File: src/rtl/mc_pkg.sv
// mc_pkg: opcodes, FSM states, ALU-op and condition encodings for mc_datapath_p
package mc_pkg;
  localparam logic [3:0] OP_ADD = 4'h0, OP_SUB = 4'h1, OP_AND = 4'h2, OP_OR = 4'h3;
  localparam logic [3:0] OP_XOR = 4'h4, OP_SLT = 4'h5, OP_ADDI = 4'h6, OP_LW = 4'h8;
  localparam logic [3:0] OP_SW = 4'h9, OP_BEQ = 4'hC, OP_JAL = 4'hD, OP_HALT = 4'hF;
  typedef enum logic [3:0] {
    S_RST, S_FETCH, S_DECODE, S_EXEC, S_ALUWB, S_MEMRD, S_MEMWB, S_MEMWR, S_HALT
  } state_t;
  // R-type opcodes carry their ALU operation in the low three bits
  localparam logic [2:0] ALU_ADD = OP_ADD[2:0], ALU_SUB = OP_SUB[2:0], ALU_AND = OP_AND[2:0];
  localparam logic [2:0] ALU_OR = OP_OR[2:0], ALU_XOR = OP_XOR[2:0], ALU_SLT = OP_SLT[2:0];
  localparam logic [1:0] COND_AL = 2'd0, COND_Z = 2'd1, COND_C = 2'd2, COND_NZ = 2'd3;
  function automatic logic is_rtype(input logic [3:0] op);
    return op <= OP_SLT;
  endfunction
endpackage

File: src/rtl/mc_alu.sv
// mc_alu: combinational ALU with zero flag and carry/no-borrow flag
module mc_alu import mc_pkg::*; #(
  parameter int WIDTH = 16
) (
  input  logic [WIDTH-1:0] a,
  input  logic [WIDTH-1:0] b,
  input  logic [2:0]       aluop,
  output logic [WIDTH-1:0] result,
  output logic             zero,
  output logic             carry
);
  logic [WIDTH:0] sum, diff;
  logic           lt;
  assign sum  = {1'b0, a} + {1'b0, b};
  assign diff = {1'b0, a} - {1'b0, b};
  assign lt   = $signed(a) < $signed(b);
  always_comb begin
    result = aluop == ALU_ADD ? sum[WIDTH-1:0] :
             aluop == ALU_SUB ? diff[WIDTH-1:0] :
             aluop == ALU_AND ? a & b :
             aluop == ALU_OR  ? a | b :
             aluop == ALU_XOR ? a ^ b :
             aluop == ALU_SLT ? {{(WIDTH-1){1'b0}}, lt} : '0;
    carry  = aluop == ALU_ADD ? sum[WIDTH] : aluop == ALU_SUB ? ~diff[WIDTH] : 1'b0;
  end
  assign zero = result == '0;
endmodule

File: src/rtl/mc_datapath_p.sv
// mc_datapath_p: multicycle 16-bit-instruction core with shared memory handshake,
// registered flags, conditional writeback, link calls, halt and illegal reporting
module mc_datapath_p import mc_pkg::*; #(
  parameter int              WIDTH    = 16,
  parameter int              NREG     = 8,
  parameter logic [WIDTH-1:0] RESET_PC = '0
) (
  input  logic             clk,
  input  logic             reset,
  output logic [WIDTH-1:0] mem_addr,
  output logic [WIDTH-1:0] mem_wdata,
  input  logic [WIDTH-1:0] mem_rdata,
  output logic             mem_req,
  output logic             mem_we,
  input  logic             mem_ready,
  output logic [WIDTH-1:0] pc_out,
  output logic             halted,
  output logic             illegal
);
  localparam int RW = $clog2(NREG);
  state_t           state_q, state_d;
  logic [WIDTH-1:0] pc_q, a_q, b_q, alu_q, mdr_q;
  logic [15:0]      ir_q;
  logic             z_q, c_q, ill_q, wb_q;
  logic [WIDTH-1:0] regs_q [NREG];
  logic [3:0]       op;
  logic [RW-1:0]    rs, rt, rd, rf_wa;
  logic [1:0]       cond;
  logic [WIDTH-1:0] imm6, imm9, alu_b, alu_y, rd_rs, rd_rt, rf_wd;
  logic             alu_z, alu_c, is_r, is_mem_or_addi, legal, cond_ok, rf_we;
  assign op    = ir_q[15:12];
  assign rs    = ir_q[9+:RW];
  assign rt    = ir_q[6+:RW];
  assign rd    = ir_q[3+:RW];
  assign cond  = ir_q[1:0];
  assign imm6  = {{(WIDTH-6){ir_q[5]}}, ir_q[5:0]};
  assign imm9  = {{(WIDTH-9){ir_q[8]}}, ir_q[8:0]};
  assign is_r  = is_rtype(op);
  assign is_mem_or_addi = op == OP_ADDI || op == OP_LW || op == OP_SW;
  assign legal = is_r || is_mem_or_addi || op == OP_BEQ || op == OP_JAL || op == OP_HALT;
  assign rd_rs = rs == '0 ? '0 : regs_q[rs];
  assign rd_rt = rt == '0 ? '0 : regs_q[rt];
  assign alu_b = is_r ? b_q : imm6;
  assign cond_ok = cond == COND_AL || (cond == COND_Z && z_q) ||
                   (cond == COND_C && c_q) || (cond == COND_NZ && !z_q);
  mc_alu #(.WIDTH(WIDTH)) u_alu (
    .a(a_q), .b(alu_b), .aluop(is_r ? op[2:0] : ALU_ADD),
    .result(alu_y), .zero(alu_z), .carry(alu_c)
  );
  always_comb begin
    state_d = state_q;
    case (state_q)
      S_RST:           state_d = S_FETCH;
      S_FETCH:         state_d = mem_ready ? S_DECODE : S_FETCH;
      S_DECODE:        state_d = op == OP_HALT ? S_HALT : !legal ? S_FETCH : S_EXEC;
      S_EXEC:          state_d = (is_r || op == OP_ADDI) ? S_ALUWB : op == OP_LW ? S_MEMRD :
                                 op == OP_SW ? S_MEMWR : S_FETCH;
      S_ALUWB, S_MEMWB: state_d = S_FETCH;
      S_MEMRD:         state_d = mem_ready ? S_MEMWB : S_MEMRD;
      S_MEMWR:         state_d = mem_ready ? S_FETCH : S_MEMWR;
      default:         state_d = S_HALT;
    endcase
  end
  always_comb begin
    rf_we = state_q == S_MEMWB || (state_q == S_EXEC && op == OP_JAL) ||
            (state_q == S_ALUWB && (!is_r || wb_q));
    rf_wa = state_q == S_EXEC ? rs : (state_q == S_ALUWB && is_r) ? rd : rt;
    rf_wd = state_q == S_EXEC ? pc_q : state_q == S_ALUWB ? alu_q : mdr_q;
  end
  // wb_q latches the condition against the flags that preceded this instruction
  always_ff @(posedge clk or negedge reset) begin
    if (!reset) begin
      state_q <= S_RST;
      pc_q    <= RESET_PC;
      ir_q    <= '0;
      a_q     <= '0;
      b_q     <= '0;
      alu_q   <= '0;
      mdr_q   <= '0;
      z_q     <= 1'b0;
      c_q     <= 1'b0;
      ill_q   <= 1'b0;
      wb_q    <= 1'b0;
      for (int i = 0; i < NREG; i++) regs_q[i] <= '0;
    end else begin
      state_q <= state_d;
      if (rf_we && rf_wa != '0) regs_q[rf_wa] <= rf_wd;
      case (state_q)
        S_FETCH: if (mem_ready) begin
          ir_q <= mem_rdata[15:0];
          pc_q <= pc_q + WIDTH'(2);
        end
        S_DECODE: begin
          a_q   <= rd_rs;
          b_q   <= rd_rt;
          alu_q <= pc_q + ((op == OP_JAL ? imm9 : imm6) << 1);
          ill_q <= ill_q | ~legal;
        end
        S_EXEC: begin
          if (is_r) begin
            alu_q <= alu_y;
            z_q   <= alu_z;
            c_q   <= alu_c;
            wb_q  <= cond_ok;
          end else if (is_mem_or_addi) alu_q <= alu_y;
          if ((op == OP_BEQ && a_q == b_q) || op == OP_JAL) pc_q <= alu_q;
        end
        S_MEMRD: if (mem_ready) mdr_q <= mem_rdata;
        default: ;
      endcase
    end
  end
  assign mem_req   = state_q == S_FETCH || state_q == S_MEMRD || state_q == S_MEMWR;
  assign mem_we    = state_q == S_MEMWR;
  assign mem_addr  = state_q == S_FETCH ? pc_q : alu_q;
  assign mem_wdata = b_q;
  assign pc_out    = pc_q;
  assign halted    = state_q == S_HALT;
  assign illegal   = ill_q;
endmodule
File: config.mk
export PLATFORM = sky130hd
export DESIGN_NAME = mc_datapath_p
export DESIGN_NICKNAME = d
export VERILOG_FILES = /design/src/rtl/mc_pkg.sv /design/src/rtl/mc_alu.sv /design/src/rtl/mc_datapath_p.sv
export SDC_FILE = /design/constraint.sdc
export NUM_CORES = 1
export LEC_CHECK = 0
export BUFFER_PORTS_ARGS = -buffer_cell sky130_fd_sc_hd__buf_2
export CAP_MARGIN = 10
export CORE_ASPECT_RATIO = 1.2
export CORE_UTILIZATION = 55
export CTS_BUF_LIST = sky130_fd_sc_hd__clkbuf_8
export DETAILED_ROUTE_END_ITERATION = 12
export HOLD_SLACK_MARGIN = 0.05
export PLACE_DENSITY = 0.75
export SLEW_MARGIN = 10
export SYNTH_ARGS = -nofsm -noshare
export SYNTH_HDL_FRONTEND = slang
export SYNTH_SLANG_ARGS = --single-unit
File: constraint.sdc
create_clock -name clk -period 4.1 [get_ports clk]
set_input_delay 0.41 -clock clk [delete_from_list [all_inputs] [get_ports clk]]
set_output_delay 0.41 -clock clk [all_outputs]
set_load 0.03 [all_outputs]
# [Word level (Yosys, flattened, before mapping)]
# Cells that the tools add are included.
[op_classes] order_cmp=6 add_sub_neg=4 reduce_logical=42 eq_ne=26 n_bitwise=9 mux=42
[ops] cell="2-to-1 mux 16 bit" n=20
[ops] cell="bitwise mux 128 bit" n=1
[ops] cell="binary-select mux 16 bit (select 3 bit)" n=2
[ops] cell="case mux 16 bit (2 select lines)" n=2
[ops] cell="demux 16 bit (select 3 bit)" n=1
[ops] cell="equality test 4 bit (second input constant)" n=6
[ops] cell="case mux 4 bit (6 select lines)" n=1
[ops] cell="2-to-1 mux 3 bit" n=7
[ops] cell="equality test 4 x 3 -> 1 bit (second input constant)" n=5
[ops] cell="adder 16 x 16 -> 17 bit" n=1
[ops] cell="subtractor 16 x 16 -> 17 bit" n=1
[ops] cell="adder 16 bit" n=1
[ops] cell="adder 16 x 2 -> 16 bit (second input constant)" n=1
[ops] cell="AND 16 bit" n=1
[ops] cell="equality test 16 bit" n=1
[ops] cell="zero test 16 bit" n=1
[ops] cell="logical OR 1 bit" n=16
[ops] cell="< comparator 16 bit" n=1
[ops] cell="OR 16 bit" n=1
[ops] cell="XOR 16 bit" n=1
[ops] cell="2-to-1 mux 15 bit" n=1
[ops] cell="greater-or-equal comparator 4 bit (second input constant)" n=3
[ops] cell="NOT 3 -> 4 bit" n=3
[ops] cell="logical AND 1 bit" n=9
[ops] cell="other kinds (26)" n=42
[totals] wordCells=148 out_inout_bits=52 regBits=232

# [Longest topological paths before layout]
# Gate-level depths: netlist of run 1.
[depth] ltp_word=12 ltp_mapped=17 mapped_depth_nobuf=14

# [Hierarchy]
# A second synthesis of run 1 with hierarchy kept.
[unflattened] cells_unflattened=1516 area_unflattened_um2=14626.5
[modules_own_cells] mod="mc_datapath_p" instances=1 seq_area_each_um2=5405.2 cells_per_inst=1169 area_each_um2=12238.0
[modules_own_cells] mod="mc_alu" instances=1 seq_area_each_um2=0.0 cells_per_inst=347 area_each_um2=2388.5

# [Worst setup path before layout of run 1]
# OpenSTA, ideal clock, no wires.
[synth_path] path_type="flip-flop to flip-flop" startpoint="register ir_q[14]" endpoint="register z_q" slack_ns=0.071 path_stages_with_launch=17 required_ns=3.996 path_buffers=3 setup_ns=0.104 synth_period_minus_slack_ns=4.029 arrival_time_ns=3.925 cell_sequence="dfrtp_1 > clkbuf_1 > a21oi_1 > clkbuf_1 > clkbuf_1 > nand2_1 > nand2_1 > ha_1 > fa_1 > or2_2 > a221oi_1 > o22ai_1 > a221oi_1 > o221ai_1 > nor4bb_1 > nand4_1 > o41ai_2"
[synth_between] elab_chain_len=10
[synth_rtl] element="start: declaration" line="mc_datapath_p.sv:23" text="logic [15:0] ir_q;"
[synth_rtl] element="start signal: assignment" line="mc_datapath_p.sv:90" text="ir_q <= mem_rdata[15:0];"
[synth_rtl] element="<= comparator 4 x 3 -> 1 bit" line="mc_pkg.sv:14" text="return op <= OP_SLT;"
[synth_rtl] element="2-to-1 mux 16 bit / 2-to-1 mux 3 bit (equally long branches)" line="mc_datapath_p.sv:43, mc_datapath_p.sv:47"
[synth_rtl] element="< comparator 16 bit / equality test 3 bit (equally long branches)" line="mc_alu.sv:16, mc_alu.sv:23"
[synth_rtl] element="2-to-1 mux 1 bit" line="mc_alu.sv:23" text="aluop == ALU_SLT ? {{(WIDTH-1){1'b0}}, lt} : '0;"
[synth_rtl] element="2-to-1 mux 16 bit" line="mc_alu.sv:22" text="aluop == ALU_XOR ? a ^ b :"
[synth_rtl] element="2-to-1 mux 16 bit" line="mc_alu.sv:21" text="aluop == ALU_OR ? a | b :"
[synth_rtl] element="2-to-1 mux 16 bit" line="mc_alu.sv:20" text="aluop == ALU_AND ? a & b :"
[synth_rtl] element="2-to-1 mux 16 bit" line="mc_alu.sv:19" text="aluop == ALU_SUB ? diff[WIDTH-1:0] :"
[synth_rtl] element="2-to-1 mux 16 bit" line="mc_alu.sv:18" text="result = aluop == ALU_ADD ? sum[WIDTH-1:0] :"
[synth_rtl] element="zero test 16 bit" line="mc_alu.sv:26" text="assign zero = result == '0;"
[synth_rtl] element="end signal: assignment" line="mc_datapath_p.sv:102" text="z_q <= alu_z;"
[synth_rtl] element="end: declaration" line="mc_datapath_p.sv:24" text="logic z_q, c_q, ill_q, wb_q;"
# Parallel ways exist; a longest one is shown, timed or not.
# A chain may end at the register's enable or synchronous reset.

# [Worst setup path in the final report of run 1]
# Same ends and word-level chain as after synthesis.

==> results.sh, run 1 <==
export IMPL_outcome="finished clean"
export IMPL_combPwrFrac=0.621
export IMPL_syn_num_nets=1627
export IMPL_port_buffers=70
export IMPL_fmax_mhz=249
export IMPL_criticalPathCategory="flip-flop to flip-flop"
export IMPL_die_x_um=152
export IMPL_core_area_um2=26400
export IMPL_dpl_instance_area_um2=15800
export IMPL_io_pins=71
export IMPL_p_int_w=0.00803
export IMPL_slew_violations=0
export IMPL_reg2regPathDepth=14
export IMPL_rsz0062_at_grt="no"
export IMPL_antenna_left=0
export IMPL_p_sw_frac=0.499
export IMPL_p_clk_frac=0.127
export IMPL_finalHoldViolations=0
export IMPL_nNetsFinal=1715
export IMPL_post_cts_buffers=0
export IMPL_clkLatencyLatePin_ns=0.56
export IMPL_yosys_warnings=0
export IMPL_yosysTopAreaCellShare=0.365
export IMPL_num_antenna_cells=0
export IMPL_r2r_end="z_q$_DFFE_PN0P_"
export IMPL_timing_rr_start="ir_q[14]$_DFFE_PN0P_"
export IMPL_worst_slew_pin_slew_ns=1.22
export IMPL_synthCells=1541
export IMPL_wl_um=47400
export IMPL_clockBufferDepth=3
export IMPL_yosysMostFrequentCell="dfrtp_1"
export IMPL_met2_usage=0.554
export IMPL_synth_area_per_cell_um2=9.61
export IMPL_required_ns=4.55
export IMPL_skew_ns=0.0455
export IMPL_fin_tns_setup_ns=0
export IMPL_gp_congestion=0.985
export IMPL_dieArea_um2=27600
export IMPL_whs_endpoint="ir_q[4]$_DFFE_PN0P_"
export IMPL_grt_busiest_layer="met2"
export IMPL_slew_limit_headroom=0.181
export IMPL_cts_buffers_inserted=38
export IMPL_seq_area_frac_synth=0.365
export IMPL_drc_errors=0
export IMPL_ys_flop_type="dfrtp_1"
export IMPL_cp_max_fo=11
export IMPL_drt_vias_per_instance=6.52
export IMPL_first_pass_iters=5
export IMPL_fin_crit_sh=0.979
export IMPL_syn_area_um2=14800
export IMPL_wl_per_cell_um=23.8
export IMPL_hpwl_um=34000
export IMPL_drv_cap=0
export IMPL_grt_usage=0.350
export IMPL_antenna_found_initial=0
export IMPL_ff2ff_setup_slack_ns=0.09
export IMPL_start_util=0.562
export IMPL_grt_pass1_wl_um=72800
export IMPL_min_path_type="input port to flip-flop"
export IMPL_drive_gt1_frac=0.275
export IMPL_grt_max_degree=123
export IMPL_num_vias=13000
export IMPL_power_frac_seq=0.252
export IMPL_met3_usage=0.0465
export IMPL_synth_top_area_cell="dfrtp_1"
export IMPL_min_from="mem_rdata[4]"
export IMPL_ys_seq_elements=216
export IMPL_grt_pass1_vias=12800
export IMPL_ys_top_cells_by_count="dfrtp_1 (216), mux2_2 (194), nand2_1 (151)"
export IMPL_drt_initial_drc_count=1275
export IMPL_peakVddDrop_mv=0.492
export IMPL_area_growth_pct=12.5
export IMPL_cp_end_kind="flip-flop"
export IMPL_met1_usage=0.452
export IMPL_clk_pin_slew_worst_paths_ns=0.06
export IMPL_min_delay_path_depth=2
export IMPL_switchingPower_w=0.00799
export IMPL_tritoncts="done"
export IMPL_dieHeight_um=182
export IMPL_worst_setup_path_start_kind="flip-flop"
export IMPL_fin_crit_ns=4.01
export IMPL_cp_arrival_ns=4.46
export IMPL_synthArstFlopShare=1.00
export IMPL_synth_edf_count=0
export IMPL_powerDensity_nw_per_um2=962
export IMPL_ys_types=73
export IMPL_setup_violations=0
export IMPL_synth_area_leaders="dfrtp_1 (37%), mux2_2 (15%), ha_1 (5.4%)"
export IMPL_cts_max_level=2
export IMPL_design_area_um2=16700
export IMPL_clock_sinks=216
export IMPL_gr_total_overflow=0
export IMPL_leakagePower_nw=7.57
export IMPL_num_rows=65
export IMPL_cts_root_buf="clkbuf_8"
==> placed cells by master (no fill, tap or decap), drive strengths merged, types with 9 or more instances in the layout <==
| master | count |
|---|---|
| and3 | 13 |
| inv | 71 |
| mux4 | 32 |
| nor2 | 113 |
| o211ai | 10 |
| nand3 | 17 |
| nand2 | 151 |
| nor3 | 31 |
| a22oi | 36 |
| buf | 148 |
| xnor2 | 23 |
| nand4 | 12 |
| nand2b | 17 |
| a31oi | 10 |
| a211oi | 17 |
| o21ai | 110 |
| o221ai | 9 |
| clkbuf | 47 |
| a21oi | 111 |
| o22a | 9 |
| mux2i | 23 |
| dfrtp | 216 |
| ha | 64 |
| nor2b | 15 |
| or3 | 13 |
| mux2 | 194 |
| a21o | 9 |
==> critical path, cell delays in order, from the launching register on <==
cell     delay (ns)
dfrtp_1        0.41
a21oi_2        0.30
buf_4          0.23
nand2_1        0.06
nand2_1        0.09
inv_1          0.06
ha_1           0.43
nor4b_1        0.48
nor4_2         0.11
a21oi_1        0.42
nor3_1         0.14
a221o_1        0.31
a21oi_1        0.19
or3b_2         0.48
o41ai_2        0.20
==> per-stage QoR <==
step / worst slack, ns / hold WS [ns] / std cells / power (W) / utilization
after floorplan: 0.0713 / 0.114 / 1541 / 0.0104 / -
after detailed placement: 0.113 / 0.478 / 1923 / 0.0137 / 0.600
after CTS: 0.0892 / 0.0806 / 1994 / 0.0158 / 0.630
after global routing: 0.00630 / 0.0909 / 1994 / 0.0170 / 0.632
after global placement: 0.188 / 0.487 / 1923 / 0.0135 / 0.600
final: 0.0865 / 0.0921 / 1994 / 0.0160 / 0.632
==> timing repair <==
| item | 4_1_cts | 5_1_grt |
|---|---|---|
| endpoints found under the setup margin | 0 | 2 |
| hold buffers | 1 | 0 |
| endpoints found under the hold margin | 120 | 0 |
| gates resized for setup | 0 | 9 |
==> registers in the layout, indices dropped and copies added, names as in the netlist <==
signal	flops
wb_q	1
mem_wdata	16
regs_q	112
a_q	16
c_q	1
z_q	1
illegal	1
mdr_q	16
alu_q	16
pc_out	16
state_q	4
ir_q	16
==> cell type report <==
type / instances / area [µm²]
clock buffers: 47 / 647
clock inverters: 23 / 144
fillers: 2192 / 9700
inverters: 57 / 214
multi-input cells: 1167 / 8860
flip-flops and latches: 216 / 5410
well taps: 335 / 419
repair buffers: 149 / 968
==> power by group through the flow <==
stage          clock network, W  logic (W)  registers, W
6_report                0.00204    0.00995       0.00404
5_1_grt                 0.00216     0.0107       0.00410
4_1_cts                 0.00206    0.00973       0.00398
3_5_place_dp                  0    0.00966       0.00401
3_3_place_gp                  0    0.00955       0.00395
2_1_floorplan                 0    0.00673       0.00370
==> logic make-up after synthesis <==
family	Yosys count	share of synthesized area
adder cells (fa/ha/maj)	67	0.0581
buffers and inverters	158	0.0410
AND/OR/NAND/NOR	419	0.132
XOR/XNOR	29	0.0172
multiplexers	249	0.212
AO/OA/AOI/OAI	403	0.175
flip-flops	216	0.365
==> worst max-delay path by stage <==
stage	startpoint	endpoint	slack [ns]	cells past startpoint
global route	ir_q[14]$_DFFE_PN0P_	z_q$_DFFE_PN0P_	0.006	15
CTS	ir_q[14]$_DFFE_PN0P_	z_q$_DFFE_PN0P_	0.09	15
global placement	ir_q[14]$_DFFE_PN0P_	z_q$_DFFE_PN0P_	0.19	15
floorplan	ir_q[14]$_DFFE_PN0P_	z_q$_DFFE_PN0P_	0.07	16
detailed placement	ir_q[14]$_DFFE_PN0P_	z_q$_DFFE_PN0P_	0.11	15
finish	ir_q[14]$_DFFE_PN0P_	z_q$_DFFE_PN0P_	0.09	14
==> layer usage <==
metal	wire, µm	vias to the layer above
met3	3290	167
met2	22500	614
met4	3070	0
met5	0	-
met1	18600	6369
li1	-	5854
(Power assumes the default switching activity.)
==> run 2, diff against run 1 <==
- ABC_AREA: unset -> 1
- CORE_UTILIZATION: 55 -> 48
- PLACE_DENSITY: 0.75 -> 0.67
==> results.sh, run 2 <==
export IMPL_outcome="finished clean"
export IMPL_nNetsFinal=2197
export IMPL_dieHeight_um=194
export IMPL_io_pins=71
export IMPL_mostFrequentLayoutCell="nand2_1"
export IMPL_dieArea_um2=31500
export IMPL_grt_busiest_layer="met2"
export IMPL_fin_crit_ns=3.78
export IMPL_hpwl_um=37600
export IMPL_setup_violations=0
export IMPL_tritoncts="done"
export IMPL_syn_num_nets=2163
export IMPL_yosys_warnings=0
export IMPL_clock_sinks=216
export IMPL_ys_seq_elements=216
export IMPL_syn_area_um2=14800
export IMPL_clkLatencyLatePin_ns=0.57
export IMPL_wl_um=52600
export IMPL_num_antenna_cells=0
export IMPL_largest_register="regs_q"
export IMPL_worst_slew_pin_slew_ns=1.12
export IMPL_drc_errors=0
export IMPL_slew_violations=0
export IMPL_multiInputGateArea_um2=7730
export IMPL_timing_rr_start="ir_q[15]$_DFFE_PN0P_"
export IMPL_rsz0062_at_grt="no"
export IMPL_clockBufferDepth=3
export IMPL_drt_vias_per_instance=5.80
export IMPL_grt_usage=0.340
export IMPL_fin_crit_sh=0.922
export IMPL_yosysTopAreaCellShare=0.366
export IMPL_port_buffers=70
export IMPL_num_vias=14700
export IMPL_grt_max_degree=90
export IMPL_seq_area_frac_synth=0.366
export IMPL_cts_root_buf="clkbuf_8"
export IMPL_met2_usage=0.539
export IMPL_slew_limit_headroom=0.251
export IMPL_area_growth_pct=10.0
export IMPL_gp_congestion=0.986
export IMPL_cp_max_fo=12
export IMPL_start_util=0.486
export IMPL_largest_reg_flops=112
export IMPL_ys_types=49
export IMPL_min_path_type="input port to flip-flop"
export IMPL_gr_total_overflow=0
export IMPL_reg2regPathDepth=19
export IMPL_synth_top_area_cell="dfrtp_1"
export IMPL_synth_edf_count=0
export IMPL_required_ns=4.60
export IMPL_fin_tns_setup_ns=0
export IMPL_first_pass_iters=5
export IMPL_antenna_found_initial=0
export IMPL_met3_usage=0.0501
export IMPL_antenna_left=0
export IMPL_cts_buffers_inserted=39
export IMPL_min_from="mem_rdata[2]"
export IMPL_wl_per_cell_um=20.8
export IMPL_synthCells=2077
export IMPL_regArea_um2=5410
export IMPL_yosysMostFrequentCell="nand2_1"
export IMPL_grt_pass1_wl_um=81600
export IMPL_die_x_um=162
export IMPL_cp_end_kind="flip-flop"
export IMPL_min_delay_path_depth=3
export IMPL_ys_flop_type="dfrtp_1"
export IMPL_drv_cap=0
export IMPL_worst_setup_path_start_kind="flip-flop"
export IMPL_fmax_mhz=265
export IMPL_synth_area_leaders="dfrtp_1 (37%), o21ai_0 (10%), nand2_1 (10%)"
export IMPL_cts_max_level=2
export IMPL_synth_area_per_cell_um2=7.11
export IMPL_post_cts_buffers=0
export IMPL_finalHoldViolations=0
export IMPL_num_rows=70
export IMPL_criticalPathCategory="flip-flop to flip-flop"
export IMPL_worstSetupStartpoint="ir_q[15]$_DFFE_PN0P_"
export IMPL_cp_arrival_ns=4.28
export IMPL_ys_top_cells_by_count="nand2_1 (398), o21ai_0 (305), inv_1 (303)"
export IMPL_synthArstFlopShare=1.00
export IMPL_n_fill_cell=3028
export IMPL_clk_pin_slew_worst_paths_ns=0.06
export IMPL_drt_initial_drc_count=1654
export IMPL_grt_pass1_vias=14100
export IMPL_met1_usage=0.446
export IMPL_drive_gt1_frac=0.0898
export IMPL_skew_ns=0.0442
export IMPL_layout_common_cells="nand2_1 (398), inv_1 (311), o21ai_0 (304), dfrtp_1 (214), a21oi_1 (191)"
export IMPL_core_area_um2=30400
## run 2: cell types whose count changed after synthesis, moves of 21 or more
cell,delta
inv_1,+246
mux2i_1,-23
a22oi_1,-35
o211ai_1,+21
a21oi_1,+80
nand3_1,+74
o21ai_0,+195
mux2_2,-194
mux4_2,-32
o21ai_1,+78
nand2_1,+247
## run 2: kinds of logic after synthesis
kind of cell             Yosys count  share of synthesized area
AO/OA/AOI/OAI                    677                      0.251
AND/OR/NAND/NOR                  663                      0.194
buffers and inverters            420                      0.111
flip-flops                       216                      0.366
adder cells (fa/ha/maj)           67                     0.0583
XOR/XNOR                          34                     0.0202
## run 2: area by class of cell
cell class	count	share of cell area
sequential	216	0.333
clock buffer	51	0.0432
clock inverter	16	0.00778
tap	396	0.0305
multi-input combinational	1441	0.476
timing repair buffer	99	0.0373
inverter	314	0.0725
## run 2: stage by stage
step | std cells | instance area [µm²] | hold WS (ns) | worst slack (ns) | utilization
floorplan | 2077 | 14800 | 0.114 | 1.11 | -
global placement | 2465 | 15400 | 0.460 | 0.400 | 0.507
detailed placement | 2465 | 15400 | 0.460 | 0.413 | 0.507
CTS | 2533 | 16300 | 0.0992 | 0.394 | 0.535
global route | 2533 | 16300 | 0.132 | 0.0302 | 0.535
finish | 2533 | 16300 | 0.126 | 0.321 | 0.535
## run 2: repair_timing
| action | CTS | global route |
|---|---|---|
| hold endpoints to repair | 87 | 0 |
| hold buffers | 1 | 0 |
| gates resized for setup | 0 | 1 |
| setup endpoints to repair | 0 | 2 |
## run 2: final timing paths
| path | end | slack, ns |
|---|---|---|
| worst min register to register | mdr_q[7]$_DFFE_PN0P_ | 0.49 |
| min in group asynchronous | ir_q[5]$_DFFE_PN0P_ | 0.44 |
| worst max register to register | z_q$_DFFE_PN0P_ | 0.32 |
| worst max-delay path | z_q$_DFFE_PN0P_ | 0.32 |
| max in group asynchronous | pc_out[15]$_DFFE_PN0P_ | 2.54 |
| worst min-delay path | mdr_q[2]$_DFFE_PN0P_ | 0.13 |
## run 2: layer usage
metal,part of all wire,up-vias
met1,0.41,6894
met3,0.076,145
met5,0,-
met2,0.46,690
met4,0.053,0
li1,-,6957
## run 2: critical path, cell delays in order (launching register included)
cell	delay [ns]
dfrtp_1	0.44
inv_2	0.16
nand2_2	0.19
o21ai_0	0.45
ha_1	0.46
inv_1	0.11
fa_1	0.46
inv_1	0.19
nand3_1	0.09
nand2_1	0.15
nand3_1	0.11
nand2_1	0.08
nand2_1	0.05
nand3_1	0.06
nand4_1	0.20
nor2_1	0.17
nand4_1	0.11
nor2_1	0.10
nand4_1	0.08
nand2_1	0.08
Power of run 2 is not shown: default switching activity piles up to over one toggle a cycle in this logic, so the estimate is an artifact.
